$ cat src/rtl/exe_alu_status_if.sv
// EXE-stage bundle: decoder controls/operands in, EXE/MEM pipeline register and NZCV out.
interface exe_alu_status_if #(
  parameter int unsigned WIDTH    = 32,
  parameter int unsigned REG_BITS = 4
);
  logic                freeze;
  logic                flush;
  logic                valid_in;
  logic [3:0]          exe_cmd;
  logic                s_in;
  logic                wb_en_in;
  logic                mem_read_in;
  logic                mem_write_in;
  logic [REG_BITS-1:0] dest_in;
  logic [WIDTH-1:0]    val_rn;
  logic [WIDTH-1:0]    val_2;

  logic [WIDTH-1:0]    alu_res;
  logic [WIDTH-1:0]    st_val_out;
  logic                wb_en_out;
  logic                mem_read_out;
  logic                mem_write_out;
  logic [REG_BITS-1:0] dest_out;
  logic                valid_out;
  logic [3:0]          status;

  modport master (
    output freeze, flush, valid_in, exe_cmd, s_in, wb_en_in, mem_read_in,
           mem_write_in, dest_in, val_rn, val_2,
    input  alu_res, st_val_out, wb_en_out, mem_read_out, mem_write_out,
           dest_out, valid_out, status
  );

  modport slave (
    input  freeze, flush, valid_in, exe_cmd, s_in, wb_en_in, mem_read_in,
           mem_write_in, dest_in, val_rn, val_2,
    output alu_res, st_val_out, wb_en_out, mem_read_out, mem_write_out,
           dest_out, valid_out, status
  );
endinterface

$ cat src/rtl/exe_alu_status.sv
// Execute stage: ALU plus NZCV status register, feeding the EXE/MEM pipeline
// register with freeze (hold) and flush (bubble) control.
module exe_alu_status #(
  parameter int unsigned WIDTH    = 32,
  parameter int unsigned REG_BITS = 4
) (
  input logic clk,
  input logic rst,
  exe_alu_status_if.slave bus
);

  typedef enum logic [3:0] {
    CMD_MOV = 4'b0001,
    CMD_ADD = 4'b0010,
    CMD_ADC = 4'b0011,
    CMD_SUB = 4'b0100,
    CMD_SBC = 4'b0101,
    CMD_AND = 4'b0110,
    CMD_ORR = 4'b0111,
    CMD_EOR = 4'b1000,
    CMD_MVN = 4'b1001
  } cmd_e;

  logic [WIDTH-1:0]    alu_res_q, alu_res_d;
  logic [WIDTH-1:0]    st_val_q, st_val_d;
  logic                wb_en_q, wb_en_d;
  logic                mem_read_q, mem_read_d;
  logic                mem_write_q, mem_write_d;
  logic [REG_BITS-1:0] dest_q, dest_d;
  logic                valid_q, valid_d;
  logic [3:0]          status_q, status_d;

  logic [WIDTH-1:0]    res;
  logic [WIDTH-1:0]    op_b;
  logic [WIDTH:0]      sum;
  logic                cin;
  logic                arith;
  logic                defined;
  logic                ovf;
  logic [3:0]          new_flags;

  always_comb begin
    res     = '0;
    op_b    = bus.val_2;
    cin     = 1'b0;
    arith   = 1'b0;
    defined = 1'b1;
    unique case (bus.exe_cmd)
      CMD_MOV: res = bus.val_2;
      CMD_MVN: res = ~bus.val_2;
      CMD_ADD: arith = 1'b1;
      CMD_ADC: begin arith = 1'b1; cin = status_q[1]; end
      CMD_SUB: begin arith = 1'b1; op_b = ~bus.val_2; cin = 1'b1; end
      CMD_SBC: begin arith = 1'b1; op_b = ~bus.val_2; cin = status_q[1]; end
      CMD_AND: res = bus.val_rn & bus.val_2;
      CMD_ORR: res = bus.val_rn | bus.val_2;
      CMD_EOR: res = bus.val_rn ^ bus.val_2;
      default: defined = 1'b0;
    endcase
    // Subtract is rn + ~val_2 + cin, so carry out is directly NOT borrow.
    sum = {1'b0, bus.val_rn} + {1'b0, op_b} + {{WIDTH{1'b0}}, cin};
    if (arith) res = sum[WIDTH-1:0];
    ovf = (bus.val_rn[WIDTH-1] == op_b[WIDTH-1]) && (res[WIDTH-1] != bus.val_rn[WIDTH-1]);
    new_flags = {res[WIDTH-1], (res == '0),
                 arith ? sum[WIDTH] : status_q[1],
                 arith ? ovf        : status_q[0]};
  end

  always_comb begin
    alu_res_d   = alu_res_q;
    st_val_d    = st_val_q;
    wb_en_d     = wb_en_q;
    mem_read_d  = mem_read_q;
    mem_write_d = mem_write_q;
    dest_d      = dest_q;
    valid_d     = valid_q;
    status_d    = status_q;
    if (bus.flush) begin
      alu_res_d   = '0;
      st_val_d    = '0;
      wb_en_d     = 1'b0;
      mem_read_d  = 1'b0;
      mem_write_d = 1'b0;
      dest_d      = '0;
      valid_d     = 1'b0;
    end else if (!bus.freeze) begin
      alu_res_d   = res;
      st_val_d    = bus.val_2;
      wb_en_d     = bus.valid_in & bus.wb_en_in;
      mem_read_d  = bus.valid_in & bus.mem_read_in;
      mem_write_d = bus.valid_in & bus.mem_write_in;
      dest_d      = bus.dest_in;
      valid_d     = bus.valid_in;
      if (bus.valid_in && bus.s_in && defined) status_d = new_flags;
    end
  end

  always_ff @(posedge clk) begin
    if (rst) begin
      alu_res_q   <= '0;
      st_val_q    <= '0;
      wb_en_q     <= 1'b0;
      mem_read_q  <= 1'b0;
      mem_write_q <= 1'b0;
      dest_q      <= '0;
      valid_q     <= 1'b0;
      status_q    <= '0;
    end else begin
      alu_res_q   <= alu_res_d;
      st_val_q    <= st_val_d;
      wb_en_q     <= wb_en_d;
      mem_read_q  <= mem_read_d;
      mem_write_q <= mem_write_d;
      dest_q      <= dest_d;
      valid_q     <= valid_d;
      status_q    <= status_d;
    end
  end

  assign bus.alu_res       = alu_res_q;
  assign bus.st_val_out    = st_val_q;
  assign bus.wb_en_out     = wb_en_q;
  assign bus.mem_read_out  = mem_read_q;
  assign bus.mem_write_out = mem_write_q;
  assign bus.dest_out      = dest_q;
  assign bus.valid_out     = valid_q;
  assign bus.status        = status_q;

endmodule

$ cat src/flat_wrapper.sv
// flat-port wrapper written by rule: the top's interface ports become plain ports
module exe_alu_status_flat 
#(
  parameter int unsigned WIDTH    = 32,
  parameter int unsigned REG_BITS = 4
)
  (clk, rst, bus_freeze, bus_flush, bus_valid_in, bus_exe_cmd, bus_s_in, bus_wb_en_in, bus_mem_read_in, bus_mem_write_in, bus_dest_in, bus_val_rn, bus_val_2, bus_alu_res, bus_st_val_out, bus_wb_en_out, bus_mem_read_out, bus_mem_write_out, bus_dest_out, bus_valid_out, bus_status);
  exe_alu_status_if #(.WIDTH(WIDTH), .REG_BITS(REG_BITS)) bus_i ();
  input logic clk;
  input logic rst;
  input wire logic [$bits(bus_i.freeze)-1:0] bus_freeze;
  input wire logic [$bits(bus_i.flush)-1:0] bus_flush;
  input wire logic [$bits(bus_i.valid_in)-1:0] bus_valid_in;
  input wire logic [$bits(bus_i.exe_cmd)-1:0] bus_exe_cmd;
  input wire logic [$bits(bus_i.s_in)-1:0] bus_s_in;
  input wire logic [$bits(bus_i.wb_en_in)-1:0] bus_wb_en_in;
  input wire logic [$bits(bus_i.mem_read_in)-1:0] bus_mem_read_in;
  input wire logic [$bits(bus_i.mem_write_in)-1:0] bus_mem_write_in;
  input wire logic [$bits(bus_i.dest_in)-1:0] bus_dest_in;
  input wire logic [$bits(bus_i.val_rn)-1:0] bus_val_rn;
  input wire logic [$bits(bus_i.val_2)-1:0] bus_val_2;
  output wire logic [$bits(bus_i.alu_res)-1:0] bus_alu_res;
  output wire logic [$bits(bus_i.st_val_out)-1:0] bus_st_val_out;
  output wire logic [$bits(bus_i.wb_en_out)-1:0] bus_wb_en_out;
  output wire logic [$bits(bus_i.mem_read_out)-1:0] bus_mem_read_out;
  output wire logic [$bits(bus_i.mem_write_out)-1:0] bus_mem_write_out;
  output wire logic [$bits(bus_i.dest_out)-1:0] bus_dest_out;
  output wire logic [$bits(bus_i.valid_out)-1:0] bus_valid_out;
  output wire logic [$bits(bus_i.status)-1:0] bus_status;
  assign bus_i.freeze = bus_freeze;
  assign bus_i.flush = bus_flush;
  assign bus_i.valid_in = bus_valid_in;
  assign bus_i.exe_cmd = bus_exe_cmd;
  assign bus_i.s_in = bus_s_in;
  assign bus_i.wb_en_in = bus_wb_en_in;
  assign bus_i.mem_read_in = bus_mem_read_in;
  assign bus_i.mem_write_in = bus_mem_write_in;
  assign bus_i.dest_in = bus_dest_in;
  assign bus_i.val_rn = bus_val_rn;
  assign bus_i.val_2 = bus_val_2;
  assign bus_alu_res = bus_i.alu_res;
  assign bus_st_val_out = bus_i.st_val_out;
  assign bus_wb_en_out = bus_i.wb_en_out;
  assign bus_mem_read_out = bus_i.mem_read_out;
  assign bus_mem_write_out = bus_i.mem_write_out;
  assign bus_dest_out = bus_i.dest_out;
  assign bus_valid_out = bus_i.valid_out;
  assign bus_status = bus_i.status;
  exe_alu_status #(.WIDTH(WIDTH), .REG_BITS(REG_BITS)) u_core (.clk(clk), .rst(rst), .bus(bus_i));
endmodule
$ cat config.mk
export PLATFORM = sky130hd
export DESIGN_NAME = exe_alu_status_flat
export DESIGN_NICKNAME = d
export VERILOG_FILES = /design/src/rtl/exe_alu_status_if.sv /design/src/rtl/exe_alu_status.sv /design/src/flat_wrapper.sv
export SDC_FILE = /design/constraint.sdc
export NUM_CORES = 1
export LEC_CHECK = 0
export ABC_AREA = 1
export BUFFER_PORTS_ARGS = -buffer_cell sky130_fd_sc_hd__clkbuf_2
export CAP_MARGIN = 0
export CORE_MARGIN = 2
export CORE_UTILIZATION = 25
export DETAILED_ROUTE_END_ITERATION = 10
export GPL_TIMING_DRIVEN = 0
export PLACE_DENSITY = 0.48
export SETUP_SLACK_MARGIN = 0.15
export SYNTH_ARGS = -nofsm -noshare
export SYNTH_HDL_FRONTEND = slang
export SYNTH_SLANG_ARGS = --single-unit
$ cat constraint.sdc
create_clock -name clk -period 4.2 [get_ports clk]
set_clock_uncertainty 0.2 [all_clocks]
set_input_delay 0.63 -clock clk [delete_from_list [all_inputs] [get_ports clk]]
set_output_delay 0.63 -clock clk [all_outputs]
set_load 0.02 [all_outputs]
Yosys cells after proc, flatten, opt, wreduce, memory -nomap -nowiden
Cells that the tools add are included.

storage, ports and cells
  logic and storage cells = 48
  bits in registers = 76

operators by class
  equal/unequal tests = 11
  bitwise gates (word level) = 9
  add/sub/neg operators = 2
  reduce and logical (&&, ||, !) cells = 11
  muxes and demuxes = 6

operators with widths
  cell                                                              count
  32-bit one-hot mux with 5 select lines                            1
  32-bit 2-to-1 mux                                                 2
  32-bit by 32-bit adder with 33-bit output                         1
  33-bit by 1-bit adder with 33-bit output                          1
  32-bit bitwise AND                                                1
  32-bit zero test                                                  1
  32-bit NOT                                                        1
  32-bit OR                                                         1
  32-bit XOR                                                        1
  4-bit by 3-bit == test with 1-bit output (second input constant)  4
  9-bit OR reduction                                                1
  4-bit by 2-bit == test with 1-bit output (second input constant)  2
  4-bit == test (second input constant)                             2
  2-bit OR reduction                                                3
  4-bit by 1-bit == test with 1-bit output (second input constant)  1
  4-bit AND reduction                                               1
  4-bit OR reduction                                                1
  1-bit bitwise AND                                                 3
  1-bit logical AND                                                 3
  3-bit AND reduction                                               1
  1-bit 2-to-1 mux                                                  2
  1-bit NOT                                                         2
  1-bit one-hot mux with 2 select lines                             1
  1-bit == test                                                     1
  1-bit inequality test                                             1

Logic depth before layout (Yosys ltp)
Gate-level depths: netlist of the first run.

  depth in word-level cells = 8
  depth in mapped cells = 26
  gate-level depth less buffers = 25

Worst setup path after synthesis of the first run
No wires, ideal clock.

  kind = input -> register
  from = input port bus_exe_cmd[2]
  to = register u_core.status_q[2] (netlist: u_core.bus.status[2])
  library setup time = 0.066 ns
  data arrival time = 3.303 ns
  stages on the path = 26
  required time = 3.934 ns
  path slack = 0.631 ns
  buffers on the path = 1
  path through = inv_2 nor2_8 nand2_4 buf_1 a22oi_1 fa_1 inv_1 fa_1 inv_1 nand2_1 nand2_1 nand3_1 nand2_1 nand2_1 nand2_1 nand2_1 nand2_1 nand2_1 nand2_1 nand2_1 nand2_1 nor2_1 nand2_1 nor2_1 nand3_1 a21oi_2

on the way
  word-level cells in the longest chain between the ends = 7
  elaborated cells on any way between the ends = 24
  classes of those cells = 2 x add/sub; 9 x eq/ne; 6 x mux; 7 x reduce/logical

ends and longest elaborated chain
  element                                    RTL line               RTL
  from (decl)                                flat_wrapper.sv:14     input wire logic [$bits(bus_i.exe_cmd)-1:0] bus_exe_cmd;
  4-bit by 3-bit == test with 1-bit output   exe_alu_status.sv:48   unique case (bus.exe_cmd)
  2-bit OR reduction (no line)               -
  32-bit 2-to-1 mux                          -
  32-bit by 32-bit adder with 33-bit output  exe_alu_status.sv:61   sum = {1'b0, bus.val_rn} + {1'b0, op_b} + {{WIDTH{1'b0}}, cin};
  33-bit by 1-bit adder with 33-bit output   exe_alu_status.sv:61
  32-bit 2-to-1 mux                          exe_alu_status.sv:62   if (arith) res = sum[WIDTH-1:0];
  32-bit zero test                           exe_alu_status.sv:64   new_flags = {res[WIDTH-1], (res == '0),
  to (signal assigned)                       exe_alu_status.sv:116  status_q <= status_d;
  to (decl)                                  exe_alu_status.sv:31   logic [3:0] status_q, status_d;

Parallel ways exist; a longest one is shown, timed or not.
A chain may end at the register's enable or synchronous reset.

Worst setup path after layout of the first run
Same ends and word-level chain as after synthesis.

==> impl_metrics.ini, run 1 <==
[power]
leakage_nw = 5.48
powerDensity_nw_per_um2 = 266
power_frac_clock_pct = 31.0
vdd_ir_drop_max_uv = 171
p_sw_share_pct = 42.1
internal_power_w = 0.00147
switchingPower_w = 0.00107
seqPwrFrac_pct = 30.2
p_comb_share_pct = 38.8

[placement]
dp_hpwl_um = 26600
dp_cells = 1897
place_congestion = 0.880
port_buffers = 155

[cts]
cts_sinks = 76
clkTransAtPathRegs_ps = 70
cts_tree = done
htree_levels = 3
cts_hold_buf = 0
numCtsBuffers = 9
clockRootBuffer = clkbuf_16
clock_latency_ps = 350
cts_buffer_depth = 2

[setup_path]
start_kind = input pin
cpPeakStageDelay_ps = 390
arrival_ps = 3890
rrSetupSlack_ps = 870
crit_type = in -> reg
endpoint_kind = flop
cpMaxStageDelayCell = fa_1
crit_chain = clkbuf_2, inv_2, nor2_8, nand2_4, buf_6, a22oi_2, fa_2, inv_1, fa_1, inv_1, nand2_1, nand2_1, nand3_2, nand2_2, nand2_1, a21oi_1, nor2_1, nor2_1, nand2_1, nor2_1, nand3_1, nor2_1, nand3_1, a21oi_2
required_ps = 4300
worstPathMaxFanout = 10

[timing]
max_slew_margin_pct = 39.5
tightestPinTransition_ps = 907
fin_crit_ps = 3800
finalSetupViolCount = 0
post-route-period-util_pct = 90.5
rsz0062_at_grt = false
fmax_ghz = 0.263
drv_slew = 0
hold_violations = 0

[final_layout]
final_nets = 1689
final_cells = 1918
drive_gt1_share_pct = 14.9
diodes = 0
n_fill_cell = 3624
area_delta_synth_final_pct = 20.8
utilization_pct = 30.5

[logic_synthesis]
async_reset_ff_share_pct = 0
syn-cell-area_um2 = 7920
synth_top_family_by_area = simple AND/OR/NAND/NOR gates
synth-edff-count = 0
synthSimpleGateAreaFrac_pct = 33.2
syn_inst = 1340
synth_nets = 1518
yosys.area.top_type_share_pct = 19.2
synth_ff_type = dfxtp_1
synth-compound-area-share_pct = 14.8
synth_area_leader_cell = dfxtp_1
yosys_warnings = 0
ys_types = 39
synthMuxAreaShare_pct = 0
synthAdderAreaFrac_pct = 15.5
syn_avg_cell_area_um2 = 5.91
ys_seq_area_share_pct = 19.2
synth_xor_xnor_area_share_pct = 3.54
ys_ff_latch = 76
synth_area_leaders = dfxtp_1, nand2_1, ha_1

[global_routing]
gr-total-overflow = 0
first_global_vias = 8865
antenna_found_initial = 0
grt_pass1_wl_um = 50600
grt_max_degree = 16
grtUsageTotal_pct = 20.0

[route]
drt-pass1-iter-count = 5
viasPerCell = 4.64
vias = 8900
wirelength_um = 32800
wl_per_cell_um = 17.1
drtAntennaViolNets = 0
drc = 0
drt_iter0_markers = 527

[die]
fp.dieH_um = 182
die_w_um = 182
start_util_pct = 25.2
coreArea_um2 = 31400
ios = 157
rows = 65
die-area_um2 = 33100

[hold_path]
hold_class = reg -> reg

[run_status]
outcome = completed

[job]
drv_cap = 0
logic make-up after synthesis:
logic type / count (synthesis)
compound gates: 216
xor+xnor: 32
fa+ha+maj: 97
buf+inv: 280
flops: 76
simple gates: 639
power groups by stage:
stage,clock network (W),logic (W),registers (W)
after CTS,0.000811,0.000977,0.000767
after global routing,0.000838,0.00112,0.000770
final,0.000788,0.000987,0.000767
after global placement,0,0.000960,0.000783
after floorplan,0,0.000589,0.000816
after detailed placement,0,0.000967,0.000783
area by class of cell:
class	count	area (um2)	area share [%]
clock inverter	7	58.8	0.615
sequential	76	1520	15.9
buffer	39	191	2.00
multi-input combinational	984	5350	55.9
timing repair buffer	160	813	8.50
clock buffer	9	225	2.35
inverter	241	905	9.45
tap	402	503	5.26
metal layers:
| layer | up-vias | GRT usage [%] | share of wire (%) |
|---|---|---|---|
| met2 | 239 | 32.9 | 45 |
| met5 | - | 0 | 0 |
| li1 | 4555 | - | - |
| met1 | 4063 | 26.4 | 47 |
| met4 | 0 | 5.90 | 2.6 |
| met3 | 43 | 3.97 | 5.6 |
repair_timing:
| action | in CTS | in global routing |
|---|---|---|
| setup buffers | 1 | 4 |
| endpoints found under the hold margin | 0 | 0 |
| setup endpoints to repair | 3 | 2 |
| pin swaps | 1 | 5 |
| gates resized for setup | 8 | 14 |
| cloned | 0 | 0 |
per-stage QoR:
step	total power [W]	hold slack [ps]	instance area [um2]	setup WS, ps	setup TNS [ps]
floorplan	0.00141	336	7920	631	0
global placement	0.00174	253	9200	-651	-2010
global route	0.00273	280	9570	152	0
detailed placement	0.00175	258	9200	-673	-2110
finish	0.00254	268	9570	400	0
CTS	0.00255	269	9510	178	0
synth_stat cells (7+ instances only):
| cell type | count |
|---|---|
| nand4_1 | 10 |
| inv_1 | 237 |
| o211ai_1 | 7 |
| o21ai_0 | 113 |
| a211oi_1 | 14 |
| nand3_1 | 80 |
| nor2_1 | 137 |
| nor3_1 | 10 |
| nand2_1 | 378 |
| a21oi_1 | 68 |
| dfxtp_1 | 76 |
| buf_2 | 8 |
| xor2_1 | 32 |
| clkbuf_1 | 21 |
| ha_1 | 95 |
cell usage in the layout, fill, tap and decap left out, drive strengths merged:
| master | count |
|---|---|
| clkbuf | 188 |
| inv | 244 |
| xor2 | 32 |
| a21oi | 70 |
| nor3 | 10 |
| o211ai | 7 |
| clkinv | 3 |
| a211oi | 15 |
| nor4 | 2 |
| nor3b | 1 |
| o2111ai | 1 |
| a21o | 1 |
| a221oi | 1 |
| nand3b | 5 |
| o21ai | 118 |
| buf | 20 |
| dfxtp | 76 |
| fa | 2 |
| ha | 95 |
| nor2 | 142 |
| nand4 | 10 |
| nand3 | 80 |
| o21bai | 2 |
| or2 | 2 |
| and2 | 2 |
| nand2 | 385 |
| clkinvlp | 1 |
| a22oi | 1 |
critical path, delay by kind of cell:
family                   cells  cell delay (ps)
buffers and inverters        5              570
AND/OR/NAND/NOR             14             1630
adder cells (fa/ha/maj)      2              630
AO/OA/AOI/OAI                3              440
registers in the layout (all words and copies together) (netlist names):
| signal | count |
|---|---|
| u_core.bus.alu_res | 32 |
| u_core.bus.st_val_out | 32 |
| u_core.bus.dest_out | 4 |
| u_core.bus.status | 4 |
| u_core.bus.mem_read_out | 1 |
| u_core.bus.mem_write_out | 1 |
| u_core.bus.valid_out | 1 |
| u_core.bus.wb_en_out | 1 |
worst paths after layout:
check | from | endpoint | cells after the start
min | u_core.bus.wb_en_out$_SDFFE_PP0N_ | u_core.bus.wb_en_out$_SDFFE_PP0N_ | 2
max | bus_exe_cmd[2] | u_core.bus.status[2]$_SDFFE_PP0P_ | 24
min reg2reg | u_core.bus.wb_en_out$_SDFFE_PP0N_ | u_core.bus.wb_en_out$_SDFFE_PP0N_ | 2
max reg2reg | u_core.bus.status[1]$_SDFFE_PP0P_ | u_core.bus.status[2]$_SDFFE_PP0P_ | 20
No activity file was read; power rests on OpenSTA's default activity.
==> run 2, diff against run 1 <==
--- a/config.mk
+++ b/config.mk
@@ -13,6 +13,7 @@
 export DETAILED_ROUTE_END_ITERATION = 10
 export GPL_TIMING_DRIVEN = 0
 export PLACE_DENSITY = 0.48
+export RECOVER_POWER = 100
 export SETUP_SLACK_MARGIN = 0.15
 export SYNTH_ARGS = -nofsm -noshare
 export SYNTH_HDL_FRONTEND = slang
==> impl_metrics.ini, run 2 (synthesis gave the netlist of run 1 again) <==
[run_status]
outcome = completed

[power]
leakage_nw = 5.21
power_frac_clock_pct = 31.2
switchingPower_w = 0.00108
vdd_ir_drop_max_uv = 172
internal_power_w = 0.00146
p_sw_share_pct = 42.3
p_comb_share_pct = 38.6
powerDensity_nw_per_um2 = 268
seqPwrFrac_pct = 30.2

[final_layout]
diodes = 0
final_cell_mix = nand2_1, inv_1, nor2_1
n_fill_cell = 3655
drive_gt1_share_pct = 9.50
layout_commonest_cell = nand2_1
area_delta_synth_final_pct = 19.5
final_cells = 1918
final_nets = 1689

[die]
die-area_um2 = 33100
die_w_um = 182
ios = 157
coreArea_um2 = 31400
start_util_pct = 25.2
fp.dieH_um = 182
rows = 65

[route]
wirelength_um = 32900
drtAntennaViolNets = 0
drt_iter0_markers = 513
wl_per_cell_um = 17.1
drc = 0
vias = 8930
viasPerCell = 4.66
drt-pass1-iter-count = 7

[timing]
drv_slew = 0
finalSetupViolCount = 0
tns_ps = 0
fin_crit_ps = 3820
tightestPinTransition_ps = 892
fmax_ghz = 0.262
max_slew_margin_pct = 40.5
post-route-period-util_pct = 90.9
rsz0062_at_grt = false
hold_violations = 0

[cts]
clock_latency_ps = 350
clkTransAtPathRegs_ps = 70
cts_sinks = 76
cts_tree = done
cts_buffer_depth = 2
htree_levels = 3
clockRootBuffer = clkbuf_16
numCtsBuffers = 9

[placement]
place_congestion = 0.880
dp_hpwl_um = 26600
port_buffers = 155
dp_cells = 1897

[global_routing]
gr-total-overflow = 0
grtUsageTotal_pct = 20.0
grt_pass1_wl_um = 50600
grt_max_degree = 16
first_global_vias = 8865
antenna_found_initial = 0

[setup_path]
endpoint_kind = flop
arrival_ps = 3910
crit_type = in -> reg
required_ps = 4290
start_kind = input pin
worstPathMaxFanout = 10

[hold_path]
hold_class = reg -> reg

[job]
drv_cap = 0
## run 2: changes by cell type in the layout (fill, tap and decap cells not counted), sizes merged
| cell | change |
|---|---|
| buf | -4 |
| clkbuf | +4 |
## run 2: layer usage
layer	share of wire, %	track usage [%]
met5	0	0
met4	2.2	5.90
met3	5.4	3.97
met2	45	32.9
met1	47	26.4
## run 2: power by group through the flow
stage / clock network [W] / registers [W] / logic (W)
5_1_grt: 0.000838 / 0.000770 / 0.00111
3_5_place_dp: 0 / 0.000783 / 0.000967
2_1_floorplan: 0 / 0.000816 / 0.000589
4_1_cts: 0.000811 / 0.000767 / 0.000977
6_report: 0.000792 / 0.000767 / 0.000981
3_3_place_gp: 0 / 0.000783 / 0.000960
## run 2: cell type report
type                            instances  area [um2]  share of cell area (%)
Tap cell                              402         503                    5.31
Buffer                                 39         191                    2.02
Multi-Input combinational cell        984        5350                    56.5
Sequential cell                        76        1520                    16.1
Inverter                              241         905                    9.56
Timing Repair Buffer                  160         713                    7.53
Clock inverter                          7        58.8                   0.621
Clock buffer                            9         225                    2.38
## run 2: what timing repair did
item | in CTS | in global routing
pin swaps | 1 | 5
setup endpoints to repair | 3 | 2
hold buffers | 0 | 0
endpoints found under the hold margin | 0 | 0
resized for setup | 8 | 14
buffers inserted | 1 | 4
## run 2: per-stage QoR
stage               hold slack (ps)  cell area, um2  setup slack, ps  util [%]  power [W]
detailed placement              258            9200             -673      29.3    0.00175
floorplan                       336            7920              631         -    0.00141
finish                          267            9470              382      30.2    0.00254
global route                    279            9470              103      30.2    0.00272
global placement                253            9200             -651      29.3    0.00174
CTS                             269            9510              178      30.3    0.00255
## run 2: path summary, 6_finish.rpt
check,start,endpoint,slack (ps),cells past startpoint
setup reg to reg,u_core.bus.status[1]$_SDFFE_PP0P_,u_core.bus.status[2]$_SDFFE_PP0P_,890,22
setup / recovery,bus_exe_cmd[2],u_core.bus.status[2]$_SDFFE_PP0P_,380,26
hold reg to reg,u_core.bus.wb_en_out$_SDFFE_PP0N_,u_core.bus.wb_en_out$_SDFFE_PP0N_,270,2
hold / removal,u_core.bus.wb_en_out$_SDFFE_PP0N_,u_core.bus.wb_en_out$_SDFFE_PP0N_,270,2
## run 2: critical path, stage by stage
cell	delay, ps
clkbuf_2	140
inv_1	120
nor2_8	160
nand2_4	110
buf_6	180
a22oi_2	150
fa_1	230
inv_1	60
fa_1	390
inv_1	100
nand2_1	80
nand2_1	90
nand3_2	90
nand2_2	140
nand2_1	100
nand2_2	120
nand2_1	50
nand3_1	90
nand2_2	120
nor2_4	140
nand2_1	90
nor2_2	110
nand2_1	60
nor2_1	80
nand3_1	130
a21oi_2	130
==> run 3, diff against run 2 <==
--- a/config.mk
+++ b/config.mk
@@ -12,7 +12,7 @@
 export CORE_UTILIZATION = 25
 export DETAILED_ROUTE_END_ITERATION = 10
 export GPL_TIMING_DRIVEN = 0
-export PLACE_DENSITY = 0.48
+export PLACE_DENSITY = 0.5
 export RECOVER_POWER = 100
 export SETUP_SLACK_MARGIN = 0.15
 export SYNTH_ARGS = -nofsm -noshare
==> constraint.sdc (replaced) <==
create_clock -name clk -period 3.35 [get_ports clk]
set_clock_uncertainty 0.2 [all_clocks]
set_input_delay 0.5025 -clock clk [delete_from_list [all_inputs] [get_ports clk]]
set_output_delay 0.5025 -clock clk [all_outputs]
set_load 0.02 [all_outputs]
==> impl_metrics.ini, run 3 (synthesis gave the netlist of run 1 again) <==
[final_layout]
area_delta_synth_final_pct = 25.4
final_nets = 1707
final_cell_mix = nand2_1, inv_1, nor2_1
drive_gt1_share_pct = 14.4
layout_commonest_cell = nand2_1
utilization_pct = 31.6
n_fill_cell = 3542
diodes = 0

[global_routing]
busiest_layer = met2
grtUsageMet1_pct = 26.7
gr-total-overflow = 0
use_met2_pct = 33.0
grtUsageTotal_pct = 19.9
antenna_found_initial = 0
first_global_vias = 8626
grt_pass1_wl_um = 50100
grt_max_degree = 16
gr-usage-met3_pct = 3.71

[route]
wl_per_cell_um = 16.8
drc = 0
drtAntennaViolNets = 0
vias = 8958
wirelength_um = 32600
drt_iter0_markers = 639
drt-pass1-iter-count = 5
viasPerCell = 4.63

[setup_path]
cp.buffers_inverters = 5
worstPathMaxFanout = 7
arrival_ps = 3330
crit_type = in -> reg
cpMaxStageDelayCell = ha_1
endpoint_kind = flop
start_kind = input pin
crit_family = simple AND/OR/NAND/NOR gates
required_ps = 3440
crit_chain = clkbuf_16, inv_6, nor2_8, nand2_8, buf_12, buf_4, xor2_1, ha_1, nand2_1, nor2_2, nand2_1, inv_1, nand2_4, a21oi_2, nor2_1, nor2_2, nand2_1, nor2_1, nand3_1, nor2_2, nand3_2, a21oi_2
cpPeakStageDelay_ps = 380

[timing]
post-route-period-util_pct = 96.8
fmax_ghz = 0.308
rsz0062_at_grt = true
fin_hold_ws_ps = 170
finalSetupViolCount = 0
fin_ws_ps = 108
max_slew_margin_pct = 49.5
tightestPinTransition_ps = 757
fin_crit_ps = 3240
hold_violations = 0
drv_slew = 0

[die]
start_util_pct = 25.2
ios = 157
die_w_um = 182
coreArea_um2 = 31400
die-area_um2 = 33100
fp.dieH_um = 182
rows = 65

[cts]
clock_latency_ps = 350
numCtsBuffers = 9
cts_buffer_depth = 2
clkTransAtPathRegs_ps = 70
cts_sinks = 76
htree_levels = 3
clockRootBuffer = clkbuf_16
cts_tree = done

[power]
powerDensity_nw_per_um2 = 347
fin_total_pwr_w = 0.00345
vdd_ir_drop_max_uv = 317
leakage_nw = 5.37

[placement]
dp_hpwl_um = 26500
place_ws_ps = -1100
port_buffers = 155
place_congestion = 0.885

[run_status]
outcome = completed

[job]
drv_cap = 0

[hold_path]
hold_class = in -> reg
-- run 3: layer usage --
layer  vias up  share of wire [%]
li1       4582                  -
met1      4076                 47
met2       262                 45
met3        38                5.9
met4         0                1.7
met5         -                  0
-- run 3: area by class of cell --
type	instances	area, um2	share of cell area, %
multi-input combinational	984	5560	56.0
sequential	76	1520	15.3
inverter	241	912	9.18
timing repair buffer	178	902	9.08
tap	402	503	5.06
clock buffer	9	225	2.27
buffer	39	205	2.07
clock inverter	7	105	1.06
-- run 3: worst paths after layout --
| path | from | to | slack [ps] | depth (start not counted) |
|---|---|---|---|---|
| max | bus_exe_cmd[2] | u_core.bus.status[2]$_SDFFE_PP0P_ | 110 | 22 |
| max reg2reg | u_core.bus.status[1]$_SDFFE_PP0P_ | u_core.bus.status[2]$_SDFFE_PP0P_ | 280 | 18 |
| min reg2reg | u_core.bus.dest_out[1]$_SDFFE_PP0N_ | u_core.bus.dest_out[1]$_SDFFE_PP0N_ | 270 | 2 |
| min | bus_mem_write_in | u_core.bus.mem_write_out$_SDFFE_PP0N_ | 170 | 3 |
-- run 3: worst register-to-register path, delay by kind of cell, from the launching register on --
family,cells,cell delay (ps)
and+or+nand+nor,11,1350
adders and majority gates,2,620
DFF,1,310
buffers and inverters,3,300
AOI/OAI and AO/OA,2,250
-- run 3: through the flow --
| step | instances | area (um2) | setup TNS [ps] |
|---|---|---|---|
| 2_1_floorplan | 1340 | 7940 | 0 |
| 3_3_place_gp | 1897 | 9220 | -15020 |
| 3_5_place_dp | 1897 | 9220 | -15520 |
| 4_1_cts | 1930 | 9850 | 0 |
| 5_1_grt | 1936 | 9930 | -95.1 |
| 6_report | 1936 | 9930 | 0 |
-- run 3: repair_timing --
action	4_1_cts	5_1_grt
buffers inserted	17	6
pin swaps	26	23
hold buffers	0	0
setup endpoints to repair	25	12
resized for setup	57	39
-- run 3: power by group --
part	total (W)	internal (W)	switching, W
clock network	0.00116	0.000668	0.000491
registers	0.000961	0.000940	0.0000214
logic	0.00133	0.000438	0.000890
total	0.00345	0.00205	0.00140
